**config.mk**
```make
export PLATFORM = sky130hd
export DESIGN_NAME = nibble_serial_add_seq
export DESIGN_NICKNAME = d
export VERILOG_FILES = /design/src/rtl/nibble_serial_add_seq_pkg.sv /design/src/rtl/nibble_serial_add_seq_carry_unit.sv /design/src/rtl/nibble_serial_add_seq.sv
export SDC_FILE = /design/constraint.sdc
export NUM_CORES = 1
export LEC_CHECK = 0
export ABC_AREA = 1
export CAP_MARGIN = 10
export CORE_AREA = 8 8 86 88
export CTS_CLUSTER_SIZE = 24
export DETAILED_ROUTE_END_ITERATION = 10
export DIE_AREA = 0 0 94 96
export HOLD_SLACK_MARGIN = 0.05
export PLACE_DENSITY = 0.88
export SLEW_MARGIN = 10
export SYNTH_ARGS = -nofsm -noshare
export SYNTH_HDL_FRONTEND = slang
export SYNTH_HIERARCHICAL = 1
export SYNTH_SLANG_ARGS = --single-unit
```
**constraint.sdc**
```tcl
create_clock -name clk -period 3.9 [get_ports clk]
set_clock_uncertainty 0.2 [all_clocks]
set_input_delay 0.585 -clock clk [delete_from_list [all_inputs] [get_ports clk]]
set_output_delay 0.585 -clock clk [all_outputs]
set_load 0.005 [all_outputs]
```
**src/rtl/nibble_serial_add_seq_pkg.sv**
```systemverilog
// Shared types and sizing helpers for the nibble-serial add/subtract sequencer.
// Latency: n/a (declarations only).
// Backpressure: n/a.
package alu_seq_pkg;

    localparam int NIBBLE_W = 4;

    typedef enum logic [1:0] {
        IDLE = 2'd0,
        RUN  = 2'd1,
        DONE = 2'd2
    } state_t;

    // Index register width for n nibbles; never narrower than one bit.
    function automatic int idx_width(input int n);
        return (n <= 1) ? 1 : $clog2(n);
    endfunction

endpackage

```
**src/rtl/nibble_serial_add_seq_carry_unit.sv**
```systemverilog
// Four-bit parallel-prefix carry slice: internal carries and carry-out from P/G/cin.
// Latency: combinational, zero cycles.
// Backpressure: none, pure logic.
module nibble_carry_unit (
    input  logic [3:0] p,
    input  logic [3:0] g,
    input  logic       cin,
    output logic [3:0] c,
    output logic       cout
);

    // Pairwise group generate/propagate for bits [1:0] and [3:2].
    logic g10;
    logic p10;
    logic g32;
    logic p32;

    assign g10 = g[1] | (p[1] & g[0]);
    assign p10 = p[1] & p[0];
    assign g32 = g[3] | (p[3] & g[2]);
    assign p32 = p[3] & p[2];

    // Carries into each bit; c[2] is the midpoint that feeds both upper bits.
    assign c[0] = cin;
    assign c[1] = g[0] | (p[0] & cin);
    assign c[2] = g10 | (p10 & cin);
    assign c[3] = g[2] | (p[2] & c[2]);
    assign cout = g32 | (p32 & c[2]);

endmodule

```
**src/rtl/nibble_serial_add_seq.sv**
```systemverilog
// WIDTH-bit add/subtract computed one nibble per clock through a single carry slice.
// Latency: accept at edge t, result and flags visible after edge t+WIDTH/4.
// Backpressure: in_ready only in IDLE; result held in DONE until out_ready.
module nibble_serial_add_seq
    import alu_seq_pkg::*;
#(
    parameter int WIDTH = 16
) (
    input  logic             clk,
    input  logic             rst,
    input  logic             in_valid,
    output logic             in_ready,
    input  logic [WIDTH-1:0] a,
    input  logic [WIDTH-1:0] b,
    input  logic             sub,
    output logic             out_valid,
    input  logic             out_ready,
    output logic [WIDTH-1:0] sum,
    output logic             carry,
    output logic             overflow,
    output logic             zero,
    output logic             busy
);

    localparam int N  = WIDTH / NIBBLE_W;
    localparam int IW = idx_width(N);

    if (((WIDTH % NIBBLE_W) != 0) || (WIDTH < NIBBLE_W)) begin : g_bad_width
        $error("nibble_serial_add_seq: WIDTH must be a multiple of 4 and at least 4");
    end

    state_t                state;
    logic [IW-1:0]         idx;
    logic                  cy_reg;
    logic [WIDTH-1:0]      a_reg;
    logic [WIDTH-1:0]      b_reg;

    logic [NIBBLE_W-1:0]   a_nib;
    logic [NIBBLE_W-1:0]   b_nib;
    logic [NIBBLE_W-1:0]   c_nib;
    logic                  c_out;
    logic [NIBBLE_W-1:0]   nib_sum;
    logic [WIDTH-1:0]      sum_next;
    logic                  last_nib;

    // Held low during reset so nothing is accepted until the block is truly idle.
    assign in_ready = (state == IDLE) && !rst;
    assign last_nib = (idx == IW'(N - 1));

    // Pick the operand nibbles addressed by the current index.
    always_comb begin
        a_nib = '0;
        b_nib = '0;
        for (int k = 0; k < N; k++) begin
            if (idx == IW'(k)) begin
                a_nib = a_reg[k*NIBBLE_W +: NIBBLE_W];
                b_nib = b_reg[k*NIBBLE_W +: NIBBLE_W];
            end
        end
    end

    nibble_carry_unit u_carry (
        .p    (a_nib ^ b_nib),
        .g    (a_nib & b_nib),
        .cin  (cy_reg),
        .c    (c_nib),
        .cout (c_out)
    );

    assign nib_sum = a_nib ^ b_nib ^ c_nib;

    // Result word with the current nibble merged in; also feeds the zero flag on the last step.
    always_comb begin
        sum_next = sum;
        for (int k = 0; k < N; k++) begin
            if (idx == IW'(k)) begin
                sum_next[k*NIBBLE_W +: NIBBLE_W] = nib_sum;
            end
        end
    end

    // Sequencer: accept operands, walk nibbles LSB first, then hold the result for the consumer.
    always_ff @(posedge clk) begin
        if (rst) begin
            state     <= IDLE;
            idx       <= '0;
            cy_reg    <= 1'b0;
            a_reg     <= '0;
            b_reg     <= '0;
            sum       <= '0;
            carry     <= 1'b0;
            overflow  <= 1'b0;
            zero      <= 1'b0;
            out_valid <= 1'b0;
            busy      <= 1'b0;
        end else begin
            case (state)
                IDLE: begin
                    if (in_valid) begin
                        a_reg  <= a;
                        // Subtraction is A + ~B + 1; the +1 rides in on the initial carry.
                        b_reg  <= sub ? ~b : b;
                        cy_reg <= sub;
                        sum    <= '0;
                        idx    <= '0;
                        state  <= RUN;
                        busy   <= 1'b1;
                    end
                end
                RUN: begin
                    sum    <= sum_next;
                    cy_reg <= c_out;
                    idx    <= idx + IW'(1);
                    if (last_nib) begin
                        carry     <= c_out;
                        overflow  <= c_nib[3] ^ c_out;
                        zero      <= (sum_next == '0);
                        idx       <= '0;
                        state     <= DONE;
                        out_valid <= 1'b1;
                    end
                end
                DONE: begin
                    if (out_ready) begin
                        state     <= IDLE;
                        out_valid <= 1'b0;
                        busy      <= 1'b0;
                    end
                end
                default: begin
                    state     <= IDLE;
                    out_valid <= 1'b0;
                    busy      <= 1'b0;
                end
            endcase
        end
    end

endmodule

```
==> flow_summary_export.csv <==
group,metric,value,unit
setup_path,endpoint_kind,"flip-flop",
routing,drtIter0Drc,175,
logic_synthesis,netlist_top_cells_count,"92 x nand2_1, 58 x dfxtp_1, 53 x nor2_1",
floorplanning,io_pins,59,
placed_design,dp_cells,557,
clock_tree,clk_path_buf_depth,2,
logic_synthesis,ys_async_sr_fraction,0,
timing,period_share,0.891,
logic_synthesis,synth_mux_area_frac,0,
layout,finish.net_count,536,
setup_path,crit_type,"reg2reg",
logic_synthesis,synth.most_common_cell,"nand2_1",
logic_synthesis,ys_ff_latch,58,
layout,syn_to_final_growth,24.7,%
logic_synthesis,synth_area_leaders,"dfxtp_1 38%, nand2_1 11%, o21ai_0 7.9%",
setup_path,arrival,3.56,ns
hold_path,whs_endpoint,"b_reg[12]",
logic_synthesis,synthSimpleGateAreaFrac,0.229,
routing,route.detailed.drc,0,
floorplanning,die_h,96,um
setup_path,r2r_slack,0.43,ns
logic_synthesis,synth_top_family_by_area,"simple AND/OR/NAND/NOR gates",
floorplanning,die_w,94,um
logic_synthesis,ys_warn_count,6,
floorplanning,die-area,0.00902,mm2
timing,setup_viol_count_final,0,
global_route,grtUsageTotal,0.182,
routing,ant_nets,0,
logic_synthesis,synth_xor_area_frac,0.0492,
timing,fmax,288,MHz
setup_path,critPathRequiredTime,3.98,ns
hold_path,hold_path_class,"reg2reg",
setup_path,rr_endpoint,"zero",
clock_tree,postCtsHoldBufs,0,
setup_path,regToRegStartpoint,"idx[0]",
timing,worst_pin_slew,0.873,ns
clock_tree,tritoncts,"built",
logic_synthesis,syn_area,0.00302,mm2
placed_design,gp_congestion,0.922,
clock_tree,cts.sinks,58,
layout,antenna_cells,0,
clock_tree,clkTransAtPathRegs,0.06,ns
layout,drive_gt1_frac,0.0505,
global_route,antenna_found_initial,0,
timing,period_needed,3.47,ns
floorplanning,rows,29,
routing,wl,7750,um
setup_path,crit_start,"idx[0]",
power_and_ir_drop,p_total,1500,uW
timing,finalHoldViolations,0,
timing,rsz0062_at_grt,"false",
logic_synthesis,syn-num-nets,487,
routing,drtPass1Iterations,6,
timing,slew_headroom,0.416,
routing,avgRoutedWirePerCell,13.5,um
global_route,overflow,0,
clock_tree,clk_latency,0.35,ns
timing,fin_hold_ws,0.251,ns
job,maxCapViolCount,0,
logic_synthesis,netlist.area_leader.share,0.384,
power_and_ir_drop,power_leakage,0.00162,uW
layout,fill_cells,587,
clock_tree,post_cts_resized,0,
floorplanning,core_area,0.00610,mm2
clock_tree,numCtsBuffers,9,
logic_synthesis,ys.flop_type,"dfxtp_1",
power_and_ir_drop,power_density,397,mW/mm2
placed_design,hpwl,5740,um
hold_path,min_path_cells,2,
placed_design,port_buffers,58,
logic_synthesis,postSynthCellCount,442,
logic_synthesis,synth_edf_count,0,
floorplanning,initial_utilization,0.496,
logic_synthesis,synth_compound_area_frac,0.197,
layout,final_cells,572,
power_and_ir_drop,peakVddDrop,233,uV
setup_path,cp_max_fo,17,
timing,drv_slew,0,
setup_path,reg2reg_depth,18,
logic_synthesis,syn_area_per_cell,6.84,um2
global_route,grt_pass1_vias,2907,
logic_synthesis,ys_seq_area_frac,0.384,
global_route,grt_pass1_wl,13100,um
clock_tree,ctsHtreeMaxLevel,3,
logic_synthesis,ys_types,25,
run_status,status,"finished, final reports clean",
setup_path,cp-start-kind,"flip-flop",
routing,viasPerCell,5.15,
logic_synthesis,synthAdderAreaFrac,0.0331,
clock_tree,clock-root-buffer,"clkbuf_8",
global_route,grt_start_max_net_pins,50,
timing,tns,0,ns
routing,vias,2945,
clock_tree,postCtsSetupRepairBufs,0,
hold_path,worstHoldStart,"b_reg[12]",
logic_synthesis,synth_largest_area_cell,"dfxtp_1",
cells in the final DEF (no fill, tap or decap), drive strengths merged:
master and count:
xor2 17, clkinv 4, buf 4, nor2 56, nand2 92, nand3 16
a21oi 47, inv 52, clkdlybuf4s50 58, and2 1, o21a 1, or2 4
a31oi 1, o211ai 5, clkbuf 12, dfxtp 58, o21ai 49, ha 8
o22ai 10
per-stage QoR:
step / worst slack, ns / utilization / instance area (um2)
6_report: 0.426 / 0.619 / 3770
5_1_grt: 0.00118 / 0.619 / 3770
4_1_cts: 0.491 / 0.619 / 3770
3_5_place_dp: 0.514 / 0.591 / 3600
3_3_place_gp: 0.662 / 0.591 / 3600
2_1_floorplan: 0.989 / - / 3020
cell families (layout without fill, tap and decap cells):
| family | after synthesis | in the layout |
|---|---|---|
| xor+xnor | 17 | 17 |
| simple gates | 169 | 169 |
| fa+ha+maj | 8 | 8 |
| buf+inv | 77 | 130 |
| flops | 58 | 58 |
| compound gates | 113 | 113 |
how the worst max path moves through the flow:
stage	endpoint	slack (ns)	depth (start not counted)
2_1_floorplan	zero	0.99	19
3_3_place_gp	zero	0.66	18
3_5_place_dp	zero	0.51	19
5_1_grt	zero	0.001	19
4_1_cts	zero	0.49	19
6_report	zero	0.43	18
report_power, final:
group,leakage (uW),total (uW),internal (uW),switching [uW]
Combinational,0.00105,356,142,214
Sequential,0.000476,652,632,20.2
Clock,0.0000920,491,258,233
worst max-delay path: stages, from the launching register on:
cell and delay [ns]:
dfxtp_1 0.40, ha_1 0.27, clkinv_1 0.41, nand2_1 0.27, o22ai_1 0.09, o21ai_0 0.14, o21ai_0 0.11, ha_1 0.36
nand2_1 0.08, nand2_1 0.10, and2_1 0.16, inv_1 0.06, nand2_1 0.05, nand2_1 0.08, o21ai_0 0.22, nand2_1 0.08
nor2_1 0.12, nand3_1 0.09, a21oi_1 0.12
routing by layer:
metal  track usage  vias to the layer above  wire length, um
met5             0                        -                0
met4         0.102                        0              142
met3        0.0484                       10              469
met2         0.307                      110             3820
met1         0.206                     1317             3310
li1              -                     1508                -
cell type report:
class,instances,area [um2],area share
Sequential cell,58,1160,0.308
Inverter,53,199,0.0527
Timing Repair Buffer,62,611,0.162
Clock inverter,3,15.0,0.00398
Multi-Input combinational cell,307,1540,0.407
Tap cell,77,96.3,0.0255
Clock buffer,12,155,0.0411
(Power assumes the default switching activity.)
